File: src/rtl/instr_fetch_pkg.sv
// Shared types and constants for the WISC fetch stage.
package instr_fetch_pkg;

    localparam int unsigned XLEN  = 16;
    localparam int unsigned OPC_W = 4;

    // ADD R0,R0,R0 doubles as the pipeline bubble.
    localparam logic [XLEN-1:0]  NOP_INSTR = 16'h0000;
    localparam logic [OPC_W-1:0] HLT       = 4'hF;

    typedef enum logic [1:0] {
        IF_FETCH  = 2'd0,
        IF_DRAIN  = 2'd1,
        IF_HALTED = 2'd2
    } if_state_e;

    typedef struct packed {
        logic [XLEN-1:0] instr;
        logic [XLEN-1:0] pc;
        logic            valid;
    } if_id_t;

    localparam if_id_t IF_ID_BUBBLE = '{instr: NOP_INSTR, pc: '0, valid: 1'b0};

    function automatic logic is_hlt(input logic [XLEN-1:0] instr);
        return instr[XLEN-1 -: OPC_W] == HLT;
    endfunction

endpackage

File: src/rtl/instr_fetch_if_id_reg.sv
// IF/ID pipeline register: load a fetched word, hold, or flush to a bubble.
module if_id_reg
    import instr_fetch_pkg::*;
(
    input  logic   clk,
    input  logic   rst,
    input  logic   load_i,
    input  logic   flush_i,
    input  if_id_t data_i,
    output if_id_t data_o
);

    if_id_t ifid_q;
    if_id_t ifid_d;

    always_comb begin
        ifid_d = ifid_q;
        if (flush_i) begin
            ifid_d = IF_ID_BUBBLE;
        end else if (load_i) begin
            ifid_d = data_i;
        end
    end

    always_ff @(posedge clk) begin
        if (rst) begin
            ifid_q <= IF_ID_BUBBLE;
        end else begin
            ifid_q <= ifid_d;
        end
    end

    assign data_o = ifid_q;

endmodule

File: src/rtl/instr_fetch.sv
// WISC fetch stage: PC, instruction-memory address, IF/ID register and halt control.
// Optional build macro: FETCH_HLT_PREDECODE_EN (halt on the raw fetched opcode, skipping DRAIN).
module instr_fetch
    import instr_fetch_pkg::*;
#(
    parameter logic [15:0] RESET_PC = 16'h0000
) (
    input  logic        clk,
    input  logic        rst,
    input  logic        stall,
    input  logic        redirect,
    input  logic [15:0] redirect_pc,
    input  logic        hlt_dec,
    input  logic [15:0] im_instr,
    output logic [15:0] im_addr,
    output logic        im_rd_en,
    output logic [15:0] instr_out,
    output logic [15:0] pc_out,
    output logic [15:0] pc_plus1,
    output logic        valid_out,
    output logic        halted
);

    if_state_e       state_q, state_d;
    logic [XLEN-1:0] pc_q, pc_d;
    logic            im_rd_en_q;
    logic            halted_q;
    logic            ifid_load;
    logic            ifid_flush;
    if_id_t          ifid_in;
    if_id_t          ifid_out;

    assign ifid_in = '{instr: im_instr, pc: pc_q, valid: 1'b1};

`ifdef FETCH_HLT_PREDECODE_EN
    logic unused_hlt_dec;
    assign unused_hlt_dec = hlt_dec;
`endif

    // Next-state: redirect beats stall beats halt detection beats normal fetch.
    always_comb begin
        state_d    = state_q;
        pc_d       = pc_q;
        ifid_load  = 1'b0;
        ifid_flush = 1'b0;
        if (redirect) begin
            pc_d       = redirect_pc;
            ifid_flush = 1'b1;
            state_d    = IF_FETCH;
        end else if (!stall) begin
            unique case (state_q)
                IF_FETCH: begin
`ifdef FETCH_HLT_PREDECODE_EN
                    ifid_load = 1'b1;
                    if (is_hlt(im_instr)) begin
                        state_d = IF_HALTED;
                    end else begin
                        pc_d = pc_q + XLEN'(1);
                    end
`else
                    if (hlt_dec && ifid_out.valid) begin
                        state_d = IF_DRAIN;
                    end else begin
                        ifid_load = 1'b1;
                        pc_d      = pc_q + XLEN'(1);
                    end
`endif
                end
                IF_DRAIN: begin
                    ifid_flush = 1'b1;
                    state_d    = IF_HALTED;
                end
                IF_HALTED: begin
                    ifid_flush = 1'b1;
                end
                default: begin
                    state_d = IF_FETCH;
                end
            endcase
        end
    end

    always_ff @(posedge clk) begin
        if (rst) begin
            state_q    <= IF_FETCH;
            pc_q       <= RESET_PC;
            im_rd_en_q <= 1'b1;
            halted_q   <= 1'b0;
        end else begin
            state_q    <= state_d;
            pc_q       <= pc_d;
            im_rd_en_q <= (state_d == IF_FETCH);
            halted_q   <= (state_d == IF_HALTED);
        end
    end

    if_id_reg u_if_id_reg (
        .clk     (clk),
        .rst     (rst),
        .load_i  (ifid_load),
        .flush_i (ifid_flush),
        .data_i  (ifid_in),
        .data_o  (ifid_out)
    );

    assign im_addr   = pc_q;
    assign im_rd_en  = im_rd_en_q;
    assign halted    = halted_q;
    assign instr_out = ifid_out.instr;
    assign pc_out    = ifid_out.pc;
    assign valid_out = ifid_out.valid;
    assign pc_plus1  = ifid_out.pc + XLEN'(1);

endmodule

File: config.mk
export PLATFORM = sky130hd
export DESIGN_NAME = instr_fetch
export DESIGN_NICKNAME = d
export VERILOG_FILES = /design/src/rtl/instr_fetch_pkg.sv /design/src/rtl/instr_fetch_if_id_reg.sv /design/src/rtl/instr_fetch.sv
export SDC_FILE = /design/constraint.sdc
export NUM_CORES = 1
export LEC_CHECK = 0
export BUFFER_PORTS_ARGS = -buffer_cell sky130_fd_sc_hd__buf_2
export CAP_MARGIN = 20
export CORE_ASPECT_RATIO = 1.2
export CORE_MARGIN = 2
export CORE_UTILIZATION = 48
export DETAILED_ROUTE_END_ITERATION = 10
export PLACE_DENSITY_LB_ADDON = 0.05
export SKIP_CTS_REPAIR_TIMING = 1
export SLEW_MARGIN = 40
export SYNTH_ARGS = -nofsm -noshare
export SYNTH_HDL_FRONTEND = slang
export SYNTH_SLANG_ARGS = --single-unit
File: constraint.sdc
create_clock -name clk -period 1.9 [get_ports clk]
set_input_delay 0.19 -clock clk [delete_from_list [all_inputs] [get_ports clk]]
set_output_delay 0.19 -clock clk [all_outputs]
set_load 0.01 [all_outputs]
[Word level (Yosys, flattened, before mapping)]
Index checks and enable logic that the tools add are counted.
Operators by class
  equal/unequal tests: 5
  mux-type cells: 15
  add/subtract/negate cells: 2
  reduce and logical (&&, ||, !) cells: 7
Operator list (count)
  two-way mux 16 bit: 4
  adder 16 x 1 -> 16 bit, second input constant: 2
  two-way mux 1 bit: 7
  two-way mux 2 bit: 3
  one-hot mux 2 bit (3 select lines): 1
  equality test 2 bit, second input constant: 2
  zero test 2 bit: 2
  OR reduction 2 bit: 2
  AND reduction 3 bit: 1
  equality test 2 x 1 -> 1 bit, second input constant: 1
  inequality test 2 x 1 -> 1 bit, second input constant: 1
  inequality test 2 bit, second input constant: 1
  nonzero test 2 bit: 1
  logical AND 1 bit: 1
Word-level totals
  output and inout port bits: 67
  input bits: 37
  bits in registers: 53

[Logic depth before layout (Yosys ltp)]
  depth after elaboration: 6
  mapped depth: 8
  depth with buffers taken out: 6

[Cells and area by module]
A second synthesis with hierarchy kept.
Unflattened totals
  cell total of the unflattened synthesis: 280
  area total of the unflattened synthesis: 2606.2 um^2
By module, submodules not included
  instr_fetch: times used 1, cells an instance 172, area an instance 1387.6 um^2, sequential area each 400.4 um^2
  if_id_reg: times used 1, cells an instance 108, area an instance 1218.7 um^2, sequential area each 660.6 um^2

[Least setup slack after synthesis]
Ideal clock, no wire load.
  kind: reg2reg
  from: reg state_q[0]
  to: reg pc_q[10], in the netlist im_addr[10]
  arrival time: 1.669 ns
  data required time: 1.809 ns
  cell stages (with the launch flop): 8
  path slack: 0.140 ns
  buffers on the path: 1
  cells stage by stage: dfxtp_1 > inv_1 > ha_1 > nor2b_1 > buf_6 > nand2_2 > or4_1 > a311oi_1
Between the ends
  word-level cells in the longest chain between the ends: 3
RTL lines
  start, declared: RTL line instr_fetch.sv:24  | if_state_e state_q, state_d;
  start signal, assigned: RTL line instr_fetch.sv:90  | state_q <= state_d;
  zero test 2 bit: RTL line instr_fetch.sv:51  | unique case (state_q)
  nonzero test 2 bit (no line)
  AND reduction 3 bit (no line)
  end signal, assigned: RTL line instr_fetch.sv:91  | pc_q <= pc_d;
  end, declared: RTL line instr_fetch.sv:25  | logic [XLEN-1:0] pc_q, pc_d;
Every way passes these cells.
A chain may end at the register's enable or synchronous reset.

[Final worst setup path]
  from: reg u_if_id_reg.ifid_q, in the netlist u_if_id_reg.data_o[10]
  to: out pc_plus1[15]
Between the ends
  word-level cells in the longest chain between the ends: 1
RTL lines
  start, declared: RTL line instr_fetch_if_id_reg.sv:13  | if_id_t ifid_q;
  start signal, assigned: RTL line instr_fetch_if_id_reg.sv:29  | ifid_q <= ifid_d;
  adder 16 x 1 -> 16 bit: RTL line instr_fetch.sv:112  | assign pc_plus1 = ifid_out.pc + XLEN'(1);
  end, declared: RTL line instr_fetch.sv:19  | output logic [15:0] pc_plus1,
Every way passes these cells.

==> flow_results.org <==
** Placed design
- Placed cell count :: 478
- RePlAce Congestion :: about 0.8
- In this run the tool buffered the top-level ports with 103 buffer cells.
- Worst slack at placement :: between 0.03 and 0.04 ns
- Detailed placement ended at an HPWL of 4.83 mm.

** STA
- Fin. Hold Viols :: 0
- Between clock sinks in the finished design, the worst skew comes to 0.00789 ns.
- Tightest Pin Transition :: approximately 0.37 ns
- The number of max-slew violations in the final report is 0.
- Final cycle utilization of the critical path :: 0.956
- Post-Route Hold Slack :: 0.112 ns
- Max Clk Rate :: 550 MHz
- Final setup slack of the worst path :: approximately 0.083 ns
- Tmin final :: 1.82 ns
- Slew HR :: 0.752
- Final setup vio count :: 0
- Fin Setup TNS :: 0 ns

** Yosys
- Share of the yosys chip area belonging to registers :: 0.423
- Among all flip-flop cells after synthesis, the most frequent one is sky130_fd_sc_hd__dfxtp_1.
- Synth Instances :: around 310
- Count of flip-flops with a built-in enable after synthesis :: 0
- Largest area contributor in the netlist :: sky130_fd_sc_hd__dfxtp_1
- By area the synthesized netlist is led by sky130_fd_sc_hd__dfxtp_1 (42%), sky130_fd_sc_hd__nand2_1 (11%), sky130_fd_sc_hd__a21oi_1 (6.8%).
- After synthesis, the netlist uses 37 different library cells.
- Async set-or-reset flop fraction in the synthesized netlist :: 0
- Flip-flop and latch count after synthesis :: between 50 and 60
- Warning count from the yosys run :: 0
- Fraction of post-synthesis cell area in the top cell type by area :: 0.423
- Synth Net Count :: 355
- A synthesized cell averages between 8 and 9 um^2.
- Summing every instance area after synthesis gives about 0.0025 mm^2.

** Cells and area
- The layout has between 400 and 500 filler cells.
- In the final design database the tool counted between 400 and 500 nets.
- The number of antenna diodes in the final layout is 0.
- The finished layout holds roughly 490 standard cells, fillers aside.
- Layout cells sized above 1 :: 0.371
- From synthesis to final layout, the design area changed by 34.9%.

** Power and ir drop
- Power density over cell area :: 671 mW/mm^2
- The design draws 2.27 mW.
- IR analysis of the VDD net gives a maximum drop of around 0.4 mV.
- Leakage Power :: approximately 1.5 nW

** Clocking
- The H-tree generated during clock tree synthesis spans 2 levels.
- Bufs on Longest Clock Path :: 2
- Root buf cell :: sky130_fd_sc_hd__clkbuf_8
- After clock tree synthesis, the clock-pin slew on the worst setup and hold paths is around 0.090 ns.
- In this run, CTS created clock tree buffers numbering 5.
- TritonCTS clock tree :: yes
- CTS saw 53 sinks.
- Worst skew pair latency :: ~0.30 ns

** Routing
- First-pass detailed-route iteration total :: 4
- 1st-iter DRT viols :: 71
- Count of antenna-violating nets left after detailed routing :: 0
- Number of vias per cell :: between 5 and 6
- Final WL :: approximately 6.6 mm
- In the final routed layout, each cell accounts on average for approximately 14 um.
- Routed via count :: 2603
- DRC :: 0

** Global routing
- The via count of the first global-routing pass came to 2290.
- First-pass GRT wire length :: ~11 mm
- Summed over all layers, the global routing overflow is 0.
- Number of antenna violations at the first check in global routing :: 0
- GRT Util Overall :: 0.224
- Entering global routing, the biggest net connects 34 pins.

** Worst setup path
- Crit path DAT :: 1.63 ns
- Of all nets on the critical path, the largest fanout is 4.
- Critical Path RT :: 1.71 ns
- Class of the most critical setup path :: reg2out
- Startpoint class of the critical path :: register
- Category of the worst setup path capture point :: primary output

** Run
- The tool flagged a number of max-cap violations equal to 0.

** Floorplan
- Standard-cell row count :: 28
- In this run the vertical extent of the chip is 83.2 um.
- The die covers just under 0.006 mm^2.
- The die is between 60 and 70 um wide.
- Number of top-level design ports :: roughly 100
- Area of the placeable core :: just under 0.005 mm^2
- The initial utilization of the core area, before any placement, comes to 0.504.

** Min path
- The tightest min-delay check is of the in2reg type.

** Status
- Result of the run :: finished, final reports clean
area by class of cell:
class | count | area [um^2] | share of cell area
Clock buffer | 7 | 86.3 | 0.0255
Clock inverter | 1 | 30.0 | 0.00888
Inverter | 9 | 33.8 | 0.00999
Multi-Input combinational cell | 235 | 1400 | 0.415
Sequential cell | 53 | 1070 | 0.317
Tap cell | 60 | 75.1 | 0.0222
Timing Repair Buffer | 123 | 682 | 0.202
power breakdown:
| part | internal (mW) | switching, mW | total [mW] | leakage [nW] |
|---|---|---|---|---|
| Clock | 0.430 | 0.359 | 0.789 | 0.0585 |
| Sequential | 1.15 | 0.0443 | 1.19 | 0.436 |
| Combinational | 0.126 | 0.163 | 0.289 | 0.978 |
| Total | 1.70 | 0.567 | 2.27 | 1.47 |
placed cells by master, fill, tap and decap left out, types with 2 or more instances in the layout:
master / n
sky130_fd_sc_hd__a211oi_1: 6
sky130_fd_sc_hd__a21oi_1: 34
sky130_fd_sc_hd__a311oi_1: 9
sky130_fd_sc_hd__and2_1: 3
sky130_fd_sc_hd__and3_2: 3
sky130_fd_sc_hd__and3_4: 2
sky130_fd_sc_hd__buf_2: 103
sky130_fd_sc_hd__buf_4: 18
sky130_fd_sc_hd__clkbuf_8: 6
sky130_fd_sc_hd__dfxtp_1: 46
sky130_fd_sc_hd__dfxtp_2: 6
sky130_fd_sc_hd__ha_1: 3
sky130_fd_sc_hd__ha_2: 2
sky130_fd_sc_hd__inv_1: 8
sky130_fd_sc_hd__nand2_1: 74
sky130_fd_sc_hd__nand3_1: 8
sky130_fd_sc_hd__nand3_2: 2
sky130_fd_sc_hd__nand4_1: 7
sky130_fd_sc_hd__nor2_1: 22
sky130_fd_sc_hd__nor3_1: 3
sky130_fd_sc_hd__nor3_2: 3
sky130_fd_sc_hd__nor4_1: 2
sky130_fd_sc_hd__o21ai_0: 2
sky130_fd_sc_hd__o31a_1: 2
sky130_fd_sc_hd__o31ai_1: 6
sky130_fd_sc_hd__or3_1: 2
sky130_fd_sc_hd__or4_1: 6
sky130_fd_sc_hd__xnor2_1: 10
sky130_fd_sc_hd__xor2_1: 10
flip-flops by register name, indices dropped and copies added, names as in the netlist:
name	count
u_if_id_reg.data_o	33
im_addr	16
state_q	2
halted	1
im_rd_en	1
cell families after synthesis:
| family | share of synthesized area |
|---|---|
| DFF | 0.423 |
| buffers and inverters | 0.0419 |
| AOI/OAI and AO/OA | 0.155 |
| muxes | 0.00399 |
| xor gates and xnor gates | 0.0699 |
| adders and majority gates | 0.0250 |
| and+or+nand+nor | 0.281 |
worst paths after layout:
kind / from / endpoint / slack, ns / cells after the start
worst max register to register: state_q[0]$_SDFF_PP0_ / im_addr[15]$_SDFFE_PP0P_ / 0.09 / 7
worst min-delay path: im_instr[13] / u_if_id_reg.data_o[30]$_SDFFE_PP0P_ / 0.11 / 3
worst max-delay path: u_if_id_reg.data_o[10]$_SDFFE_PP0P_ / pc_plus1[15] / 0.08 / 5
worst min register to register: u_if_id_reg.data_o[22]$_SDFFE_PP0P_ / u_if_id_reg.data_o[22]$_SDFFE_PP0P_ / 0.45 / 2
layer usage:
layer  part of all wire  GRT usage
met1               0.41      0.275
met2               0.52      0.403
met3              0.053     0.0400
met4              0.012     0.0542
met5                  0          0
synth_stat cells, drive strengths merged, types with 6 or more instances:
master and number:
nand3 10, a21oi 34, clkbuf 12, a211oi 6
nand4 8, nor2 22, nor3 6, dfxtp 53
or4 6, xnor2 10, o31ai 6, inv 9
nand2 77, a311oi 9, xor2 10
critical path, stage by stage (launching register included):
cell and delay [ns]:
sky130_fd_sc_hd__dfxtp_1 0.42, sky130_fd_sc_hd__and3_4 0.23, sky130_fd_sc_hd__nand3_2 0.14, sky130_fd_sc_hd__nor3_2 0.23
sky130_fd_sc_hd__xor2_1 0.16, sky130_fd_sc_hd__buf_2 0.15
metrics by stage:
step	utilization	cell area, um^2
floorplan	-	2510
global placement	0.640	3180
detailed placement	0.640	3180
CTS	0.663	3300
global route	0.680	3380
finish	0.680	3380
(Power assumes the default switching activity.)
